$ cat src/rtl/layer_para_scale_float16.sv
// Layer sequencer for the parallel float16 CNN engine: captures feature-map tiles and kernel
// weights into on-chip RAMs, then sweeps them for conv/pool/fc passes and requests weight refills.
module layer_para_scale_float16 #(
  parameter int unsigned DATA_WIDTH              = 16,
  parameter int unsigned PARA_KERNEL             = 2,
  parameter int unsigned PARA_X                  = 3,
  parameter int unsigned PARA_Y                  = 3,
  parameter int unsigned KERNEL_SIZE_WIDTH       = 6,
  parameter int unsigned WRITE_ADDR_WIDTH        = 3,
  parameter int unsigned KERNEL_SIZE_MAX         = 5,
  parameter int unsigned WEIGHT_WRITE_ADDR_WIDTH = 5
) (
  input  logic                                                          clk_i,
  input  logic                                                          rst_ni,
  input  logic [1:0]                                                    layer_type_i,
  input  logic [KERNEL_SIZE_WIDTH-1:0]                                  kernel_size_i,
  input  logic [PARA_X*PARA_Y*DATA_WIDTH-1:0]                           init_fm_data_i,
  input  logic [WRITE_ADDR_WIDTH-1:0]                                   write_fm_data_addr_i,
  input  logic                                                          init_fm_data_done_i,
  input  logic [KERNEL_SIZE_MAX*KERNEL_SIZE_MAX*PARA_KERNEL*DATA_WIDTH-1:0] weight_data_i,
  input  logic [WEIGHT_WRITE_ADDR_WIDTH*PARA_KERNEL-1:0]                write_weight_data_addr_i,
  input  logic                                                          weight_data_done_i,
  output logic                                                          update_weight_ram_o,
  output logic                                                          update_weight_ram_addr_o,
  output logic                                                          init_fm_ram_ready_o,
  output logic                                                          init_weight_ram_ready_o,
  output logic                                                          layer_ready_o
);

  localparam int unsigned FmW     = PARA_X * PARA_Y * DATA_WIDTH;
  localparam int unsigned WtW     = KERNEL_SIZE_MAX * KERNEL_SIZE_MAX * DATA_WIDTH;
  localparam int unsigned FmDepth = 1 << WRITE_ADDR_WIDTH;
  localparam int unsigned WtDepth = 1 << WEIGHT_WRITE_ADDR_WIDTH;
  localparam int unsigned WaW     = WEIGHT_WRITE_ADDR_WIDTH;
  localparam int unsigned CntW    = WRITE_ADDR_WIDTH + 1;
  localparam int unsigned WCntW   = WEIGHT_WRITE_ADDR_WIDTH + 1;
  localparam int unsigned KsW     = $clog2(KERNEL_SIZE_MAX + 1);

  typedef enum logic [2:0] {StIdle, StConv, StPool, StFc, StDone} state_e;

  state_e            state_q, state_d;
  logic [1:0]        type_q, type_d;
  logic              arm_q, arm_d;
  logic [CntW-1:0]   fm_addr_q, fm_addr_d;
  logic [KsW-1:0]    ks_cnt_q, ks_cnt_d;
  logic [WCntW-1:0]  entry_q, entry_d;
  logic              upd_q, upd_d;
  logic              upd_addr_q, upd_addr_d;
  logic              ready_q, ready_d;
  logic              fm_rdy_q, wt_rdy_q;
  logic [CntW-1:0]   fm_count_q;
  logic [WCntW-1:0]  wt_count_q;

  logic [FmW-1:0] fm_ram_q [FmDepth];
  logic [WtW-1:0] wt_ram_q [PARA_KERNEL][WtDepth];

  // ---------------------------------------------------------------------------
  // Loading
  // ---------------------------------------------------------------------------
  logic             load_en, fm_wr, wt_wr;
  logic [CntW-1:0]  fm_wr_cnt;
  logic [WCntW-1:0] wt_wr_cnt;

  assign load_en   = (layer_type_i == 2'd0);
  assign fm_wr     = load_en && !init_fm_data_done_i;
  assign wt_wr     = load_en && !weight_data_done_i;
  assign fm_wr_cnt = CntW'(write_fm_data_addr_i) + CntW'(1);
  assign wt_wr_cnt = WCntW'(write_weight_data_addr_i[WaW-1:0]) + WCntW'(1);

  always_ff @(posedge clk_i) begin
    if (fm_wr) begin
      fm_ram_q[write_fm_data_addr_i] <= init_fm_data_i;
    end
    if (wt_wr) begin
      for (int k = 0; k < PARA_KERNEL; k++) begin
        wt_ram_q[k][write_weight_data_addr_i[k*WaW +: WaW]] <= weight_data_i[k*WtW +: WtW];
      end
    end
  end

  always_ff @(posedge clk_i or negedge rst_ni) begin
    if (!rst_ni) begin
      fm_count_q <= '0;
      wt_count_q <= '0;
      fm_rdy_q   <= 1'b0;
      wt_rdy_q   <= 1'b0;
    end else begin
      if (fm_wr && (fm_wr_cnt > fm_count_q)) fm_count_q <= fm_wr_cnt;
      if (wt_wr && (wt_wr_cnt > wt_count_q)) wt_count_q <= wt_wr_cnt;
      if (load_en && init_fm_data_done_i) fm_rdy_q <= 1'b1;
      if (load_en && weight_data_done_i)  wt_rdy_q <= 1'b1;
    end
  end

  // ---------------------------------------------------------------------------
  // Sweep bookkeeping
  // ---------------------------------------------------------------------------
  logic [KsW-1:0] ks;
  logic           ks_last, sweep_last, entry_last, run_zero;

  always_comb begin
    if (kernel_size_i == '0) begin
      ks = KsW'(1);
    end else if (kernel_size_i > KERNEL_SIZE_WIDTH'(KERNEL_SIZE_MAX)) begin
      ks = KsW'(KERNEL_SIZE_MAX);
    end else begin
      ks = kernel_size_i[KsW-1:0];
    end
  end

  assign ks_last    = (ks_cnt_q == ks - KsW'(1));
  assign sweep_last = ks_last && (fm_addr_q == fm_count_q - CntW'(1));
  assign entry_last = (entry_q == wt_count_q - WCntW'(1));

  always_comb begin
    run_zero = 1'b0;
    unique case (state_q)
      StConv:  run_zero = (fm_count_q == '0) || (wt_count_q == '0);
      StPool:  run_zero = (fm_count_q == '0);
      StFc:    run_zero = (wt_count_q == '0);
      default: run_zero = 1'b0;
    endcase
  end

  // ---------------------------------------------------------------------------
  // Layer FSM
  // ---------------------------------------------------------------------------
  always_comb begin
    state_d    = state_q;
    type_d     = type_q;
    arm_d      = 1'b0;
    fm_addr_d  = fm_addr_q;
    ks_cnt_d   = ks_cnt_q;
    entry_d    = entry_q;
    upd_d      = 1'b0;
    upd_addr_d = 1'b0;

    unique case (state_q)
      StIdle: begin
        type_d    = layer_type_i;
        arm_d     = 1'b1;
        fm_addr_d = '0;
        ks_cnt_d  = '0;
        entry_d   = '0;
        if ((layer_type_i == 2'd1) && fm_rdy_q && wt_rdy_q) begin
          state_d = StConv;
        end else if ((layer_type_i == 2'd2) && fm_rdy_q) begin
          state_d = StPool;
        end else if ((layer_type_i == 2'd3) && wt_rdy_q) begin
          state_d = StFc;
        end
      end

      StConv, StPool, StFc: begin
        if (layer_type_i != type_q) begin
          state_d   = StIdle;
          fm_addr_d = '0;
          ks_cnt_d  = '0;
          entry_d   = '0;
        end else if (arm_q) begin
          // The edge after start only arms the sweep, unless there is nothing to sweep.
          if (run_zero) state_d = StDone;
        end else begin
          if (state_q != StFc) begin
            if (sweep_last) begin
              fm_addr_d = '0;
              ks_cnt_d  = '0;
            end else if (ks_last) begin
              ks_cnt_d  = '0;
              fm_addr_d = fm_addr_q + CntW'(1);
            end else begin
              ks_cnt_d  = ks_cnt_q + KsW'(1);
            end
          end
          if (state_q == StPool) begin
            if (sweep_last) state_d = StDone;
          end else if ((state_q == StFc) || sweep_last) begin
            upd_d      = 1'b1;
            upd_addr_d = entry_q[0];
            if (entry_last) begin
              state_d = StDone;
            end else begin
              entry_d = entry_q + WCntW'(1);
            end
          end
        end
      end

      StDone: begin
        if (layer_type_i != type_q) state_d = StIdle;
      end

      default: state_d = StIdle;
    endcase
  end

  assign ready_d = (state_d == StDone);

  always_ff @(posedge clk_i or negedge rst_ni) begin
    if (!rst_ni) begin
      state_q    <= StIdle;
      type_q     <= 2'd0;
      arm_q      <= 1'b0;
      fm_addr_q  <= '0;
      ks_cnt_q   <= '0;
      entry_q    <= '0;
      upd_q      <= 1'b0;
      upd_addr_q <= 1'b0;
      ready_q    <= 1'b0;
    end else begin
      state_q    <= state_d;
      type_q     <= type_d;
      arm_q      <= arm_d;
      fm_addr_q  <= fm_addr_d;
      ks_cnt_q   <= ks_cnt_d;
      entry_q    <= entry_d;
      upd_q      <= upd_d;
      upd_addr_q <= upd_addr_d;
      ready_q    <= ready_d;
    end
  end

  assign update_weight_ram_o      = upd_q;
  assign update_weight_ram_addr_o = upd_addr_q;
  assign init_fm_ram_ready_o      = fm_rdy_q;
  assign init_weight_ram_ready_o  = wt_rdy_q;
  assign layer_ready_o            = ready_q;

endmodule

$ cat config.mk
export PLATFORM = sky130hd
export DESIGN_NAME = layer_para_scale_float16
export DESIGN_NICKNAME = d
export VERILOG_FILES = /design/src/rtl/layer_para_scale_float16.sv
export SDC_FILE = /design/constraint.sdc
export NUM_CORES = 1
export LEC_CHECK = 0
export CAP_MARGIN = 20
export CORE_AREA = 2 2 380 382
export CTS_BUF_LIST = sky130_fd_sc_hd__clkbuf_16
export DETAILED_ROUTE_END_ITERATION = 8
export DIE_AREA = 0 0 382 384
export PLACE_DENSITY = 0.3
export SLEW_MARGIN = 30
export SYNTH_ARGS = -nofsm -noshare
export SYNTH_HDL_FRONTEND = slang
export SYNTH_SLANG_ARGS = --single-unit
export TNS_END_PERCENT = 20
$ cat constraint.sdc
create_clock -name clk_i -period 4.5 [get_ports clk_i]
set_clock_uncertainty 0.2 [all_clocks]
set_input_delay 0.675 -clock clk_i [delete_from_list [all_inputs] [get_ports clk_i]]
set_output_delay 0.675 -clock clk_i [all_outputs]
set_load 0.05 [all_outputs]
== After elaboration in Yosys (flattened, before gate mapping) ==
Cells that the tools add are included.
Storage, ports and cells
  flip-flop bits (word level): 34
  input bits: 969
  output and inout port bits: 5
  logic and storage cells: 112
Cells by class
  add/sub/neg operators: 8
  $lt $le $gt $ge: 3
  eq/ne operators: 19
  muxes and demuxes: 44
  reduce and logical (&&, ||, !) cells: 25
Operators with widths (number)
  $mux 3: 18
  $mux 6: 5
  $mux 4: 5
  $ne 3x3->1 const B: 5
  $logic_not 6->1: 2
  $pmux 6 s2: 1
  $logic_and 1x1->1: 11
  $mux 1: 11
  $pmux 3 s3: 1
  $pmux 4 s2: 1
  $add 5x1->6 const B: 1
  $add 6x1->6 const B: 1
  $eq 3x2->1 const B: 2
  $eq 3x3->1 const B: 2
  $eq 6x6->1: 1
  $gt 6x3->1 const B: 1
  $gt 6x6->1: 1
  $pmux 3 s2: 1
  $sub 6x1->6 const B: 1
  $reduce_and 5->1: 1
  $add 3x1->4 const B: 1
  $add 4x1->4 const B: 1
  $eq 2x2->1 const B: 2
  $eq 4x4->1: 1
  other kinds (20): 22

== Depth between registers and ports, before layout ==
  depth after elaboration: 13
  mapped depth: 10

== Least setup slack after synthesis ==
Ideal clock, no wire load.
  kind: input to register
  start point: input port kernel_size_i[5]
  end point: register entry_q[5]
  library setup time: 138 ps
  arrival time: 3128 ps
  path slack: 1034 ps
  cell stages on the path: 10
  path buffers: 1
  cell sequence: or3_4 -> or3b_2 -> ha_1 -> xor2_1 -> xnor2_1 -> nor4_4 -> a21oi_2 -> buf_4 -> o311ai_1 -> o41ai_2
Between the ends
  longest elaborated chain between the ends: 9
  elaborated cells between the ends (all ways): 10
  classes of those cells: 1 x add/sub; 1 x order compare; 2 x eq/ne; 2 x mux; 4 x reduce/logical
Ends and longest elaborated chain
  from (decl): line 16  | input logic [KERNEL_SIZE_WIDTH-1:0] kernel_size_i,
  $gt 6x3->1: line 104  | end else if (kernel_size_i > KERNEL_SIZE_WIDTH'(KERNEL_SIZE_MAX)) begin
  $mux 3: line 104
  $mux 3 (*): line 102  | if (kernel_size_i == '0) begin
  $sub 3x1->3 (*): line 111  | assign ks_last = (ks_cnt_q == ks - KsW'(1));
  $eq 3x3->1 (*): line 111
  $logic_and 1x1->1 (*): line 112  | assign sweep_last = ks_last && (fm_addr_q == fm_count_q - CntW'(1));
  $logic_or 1x1->1 (*): line 177  | end else if ((state_q == StFc) || sweep_last) begin
  $ne 3x3->1 (no line) (*)
  $reduce_and 5->1 (no line) (*)
  to (signal assigned): line 216  | entry_q <= entry_d;
  to (decl): line 46  | logic [WCntW-1:0] entry_q, entry_d;
Every way passes the cells marked *; elsewhere a longest branch is shown, timed or not.
A chain may end at the register's enable or synchronous reset.

== Worst setup path in the final report ==
Ends and elaborated chain as after synthesis.

==> results by stage <==
STA:
- At the pin with the least slew margin, the transition time is 682.0 ps.
- Setup repair after global routing left no endpoint under its margin.
- Based on the critical path, the design can be clocked at up to 256.1 MHz.
- The total setup violations reported at the end of the flow is 0.
- The smallest clock period supported by the final layout is computed as 3905 ps.
- The number of pins with negative max-slew slack in the final report is 0.
- The setup TNS after final layout is 0 ps.
- The normalized max-slew margin is 0.5453.
- In the finished design, the share of the clock period the worst path needs comes to 0.8678.
- The count of endpoints failing hold in the final timing report was 0.

Power and ir drop:
- For this design the static power due to leakage is 1.269 nW.
- The maximum vdd ir drop is 0.1263 mV.
- The cell area power density is 295.4 nW/um^2.

Worst setup path:
- Together, buffers and inverters on the worst path number 3.
- The reg-to-reg critical path endpoint is entry_q[5]$_DFFE_PN0P_.
- The cell type of the slowest stage on the worst timing path is sky130_fd_sc_hd__or3b_2.
- STA classifies the critical path endpoint as a flop.
- The flop-to-flop setup slack is 1880 ps.
- The critical path is of the in -> reg type.
- The worst endpoint data arrival time is 3850 ps.
- The cell count of the worst reg-to-reg path is 8.
- The origin of the critical flop-to-flop path is fm_count_q[0]$_DFFE_PN0P_.
- The worst-path maximum fanout is 7.
- The critical path launch point type is a primary input.
- The delay of the slowest critical-path stage is 520 ps.
- Counting stages on the worst path, the most repeated cell is sky130_fd_sc_hd__buf_4.
- For the worst setup path, the data required time is 4450 ps.
- The signal on the critical path passes through clkdlybuf4s50_1 -> or3_4 -> or3b_2 -> ha_1 -> xor2_1 -> xnor2_1 -> nor4_4 -> buf_4 -> a21oi_2 -> buf_4 -> o311ai_1 -> o41ai_2.
- The kind of cell with the highest combined delay along the critical path is simple AND/OR/NAND/NOR gates.

Placed design:
- Summing all placed instances gives a cell area of 5079 sq um.
- The count of port buffers added during placement is 24.
- Including well taps, the total number of placed cells is 2,188.
- The half-perimeter wire length after detailed placement is 6.476 mm.
- The routability congestion estimate from global placement is 0.6248.

Floorplanning:
- The area of the placeable core is 142,800 sq um.
- The die boundary width is 382 microns.
- The die footprint is 146,700 sq um.
- In this run the count of I/O pins placed on the die edge is 974.
- For this configuration, the core starts out at a cell density of 0.01689.
- The die is 384 microns tall.
- The number of placement rows is 139.

Status:
- The run finished with clean final reports.

CTS:
- After clock tree synthesis, the repair step resized 0 gates.
- The longest clock path from root to sink contains 2 buffers.
- The root buffer cell is sky130_fd_sc_hd__clkbuf_16.
- At the later pin of the worst-skew pair, clock insertion delay measures 280 ps.
- TritonCTS built the clock tree.
- The H-tree depth is 2.
- The number of sinks driven by the clock tree is 34.
- The clock slew seen by the registers of the worst setup and hold paths is 50 ps.
- The number of buffers inserted during clock tree synthesis is 5.
- After clock tree synthesis, the setup repair step added 0 buffers.
- Buffers inserted to repair hold after CTS numbered 0.

Cells and area:
- The area growth from synthesis to final layout is 117.3%.
- The total inserted antenna cells is 0.
- The share of final-layout standard cells stronger than drive strength 1 is 0.1361.
- Fill cells in the final layout number 16,920.
- The number of non-filler instances in the completed layout is 2,197.
- After the last flow step, the layout net total stands at 1,281.
- With fillers left out, the area of the finished cells amounts to 5243 sq um.

Synthesis:
- The commonest cells after synthesis are sky130_fd_sc_hd__dfrtp_1, sky130_fd_sc_hd__nand2_1, sky130_fd_sc_hd__ha_1, sky130_fd_sc_hd__inv_1, sky130_fd_sc_hd__nor2_1.
- After synthesis, the netlist uses 50 different library cells.
- The leading area contributor after synthesis is sky130_fd_sc_hd__dfrtp_1.
- A synthesized cell averages 9.460 sq um.
- The share of synthesized registers carrying an async set or reset is 1.000.
- After synthesis the netlist holds a flip-flop and latch count of 34.
- The part of the Yosys area used for sequential elements is 0.3527.
- The prevailing post-synth register cell is sky130_fd_sc_hd__dfrtp_1.
- Of the post-synthesis cell area, the dominant cell type holds 0.3527.
- The count of warnings emitted by yosys is 0.
- The post-synth net total is 1,243.
- The combined area of all synthesized cells is 2412 sq um.
- By area the synthesized netlist is led by sky130_fd_sc_hd__dfrtp_1, sky130_fd_sc_hd__ha_1, sky130_fd_sc_hd__mux2_2.
- The count of mapped cells out of synthesis is 255.
- The most common cell in the synthesized netlist is sky130_fd_sc_hd__dfrtp_1.
- The number of enable-type register cells in the synthesized netlist is 0.

Hold path:
- The worst hold path belongs to the class in -> async.

Global route:
- The global-route usage over all layers is 0.01105.
- The number of antenna violations at the first check in global routing came to 2.
- Entering global routing, the biggest net connects 35 pins.
- The total overflow left after global routing is 0.
- The global-route wire length before repair is 12.14 mm.
- The via count of the first global-routing pass is 1,943.

Route:
- The first detailed-routing pass ran for 4 iterations.
- Dividing the detail-routed wire length by the instance count gives 3.614 microns.
- The DRC violation count after routing is 0.
- Once detail routing completed, the nets flagged for antenna violations numbered 0.
- Across all layers, the routed design uses 1,958 vias.
- For this block, the routed nets add up to 7.941 mm of wire.
- The first-iteration detailed-routing DRC count is 53.
- Using the TritonRoute via totals, the vias-per-cell ratio works out to 0.8912.

Flow run:
- The max-cap violation count is 0.
==> flip-flops by register name, indices dropped and copies added (netlist names) <==
| register | flops |
|---|---|
| wt_count_q | 6 |
| fm_addr_q | 4 |
| init_weight_ram_ready_o | 1 |
| ks_cnt_q | 3 |
| fm_count_q | 4 |
| layer_ready_o | 1 |
| type_q | 2 |
| update_weight_ram_addr_o | 1 |
| state_q | 3 |
| init_fm_ram_ready_o | 1 |
| entry_q | 6 |
| update_weight_ram_o | 1 |
| arm_q | 1 |
==> power by group <==
part	switching [mW]	internal [mW]
registers	0.136	0.381
logic	0.387	0.316
clock network	0.129	0.199
total	0.652	0.896
==> worst register-to-register path, cell delays in order (launching register included) <==
cell and delay, ps:
sky130_fd_sc_hd__dfrtp_1 420, sky130_fd_sc_hd__inv_1 90, sky130_fd_sc_hd__ha_1 310, sky130_fd_sc_hd__xnor2_1 140
sky130_fd_sc_hd__nor4_2 500, sky130_fd_sc_hd__a21oi_2 170, sky130_fd_sc_hd__buf_4 190, sky130_fd_sc_hd__o311ai_1 330
sky130_fd_sc_hd__o41ai_2 130
==> how the worst max path moves through the flow <==
stage / start / to / slack [ps] / cells past startpoint
6_report: kernel_size_i[5] / entry_q[5]$_DFFE_PN0P_ / 590 / 12
5_1_grt: kernel_size_i[5] / entry_q[5]$_DFFE_PN0P_ / 360 / 12
4_1_cts: kernel_size_i[5] / entry_q[5]$_DFFE_PN0P_ / 490 / 12
3_5_place_dp: kernel_size_i[5] / entry_q[5]$_DFFE_PN0P_ / 230 / 12
3_3_place_gp: kernel_size_i[5] / entry_q[5]$_DFFE_PN0P_ / 190 / 12
2_1_floorplan: kernel_size_i[5] / entry_q[5]$_DFFE_PN0P_ / 1030 / 10
==> logic make-up (layout without fill, tap and decap cells) <==
logic type	Yosys count	after routing	share of synthesized area
xor gates and xnor gates	25	25	0.09077
adders and majority gates	19	19	0.09855
muxes	13	13	0.05965
buffers and inverters	23	62	0.04149
DFF	34	34	0.3527
and+or+nand+nor	88	88	0.2080
AOI/OAI and AO/OA	53	53	0.1489
==> cell type report <==
class	instances	area (sq um)	area share
Timing Repair Buffer	36	345.3	0.06587
Clock inverter	3	11.26	0.002148
Sequential cell	34	850.8	0.1623
Tap cell	1903	2381	0.4542
Inverter	18	67.56	0.01289
Multi-Input combinational cell	198	1461	0.2788
Clock buffer	5	125.1	0.02387
==> cells in the final DEF (no fill, tap or decap), types with 3 or more instances in the layout <==
master / n
sky130_fd_sc_hd__a21o_1: 4
sky130_fd_sc_hd__a21oi_1: 9
sky130_fd_sc_hd__and3_1: 3
sky130_fd_sc_hd__buf_4: 11
sky130_fd_sc_hd__clkbuf_16: 5
sky130_fd_sc_hd__clkdlybuf4s50_1: 23
sky130_fd_sc_hd__clkinv_1: 3
sky130_fd_sc_hd__dfrtp_1: 34
sky130_fd_sc_hd__ha_1: 19
sky130_fd_sc_hd__inv_1: 18
sky130_fd_sc_hd__mux2_2: 11
sky130_fd_sc_hd__nand2_1: 20
sky130_fd_sc_hd__nand3_1: 9
sky130_fd_sc_hd__nand4_1: 4
sky130_fd_sc_hd__nor2_1: 15
sky130_fd_sc_hd__nor2b_1: 3
sky130_fd_sc_hd__nor3_1: 11
sky130_fd_sc_hd__nor4_2: 3
sky130_fd_sc_hd__o21ai_0: 10
sky130_fd_sc_hd__o21ai_1: 7
sky130_fd_sc_hd__o311ai_1: 4
sky130_fd_sc_hd__o31ai_1: 5
sky130_fd_sc_hd__xnor2_1: 12
sky130_fd_sc_hd__xor2_1: 13
==> stage by stage <==
step / power [mW] / hold slack (ps) / setup slack [ps] / utilization
after CTS: 1.575 / 320.5 / 494.8 / 0.03652
after floorplan: 0.9924 / 179.4 / 1034 / -
after global routing: 1.708 / 129.0 / 363.0 / 0.03672
after global placement: 1.241 / 307.1 / 193.2 / 0.03557
after detailed placement: 1.233 / 301.5 / 233.2 / 0.03557
final: 1.549 / 125.7 / 594.9 / 0.03672
==> routing by layer <==
layer  global-route usage  up-vias  part of all wire  wire (microns)
met2              0.01131       35              0.29            2327
li1                     -     1007                 -               -
met1              0.01996      906              0.66            5271
met4             0.002843        0             0.011              91
met5                    0        -                 0               0
met3             0.002419       10             0.031             250
Note: power is estimated with default switching activity, not from simulation.
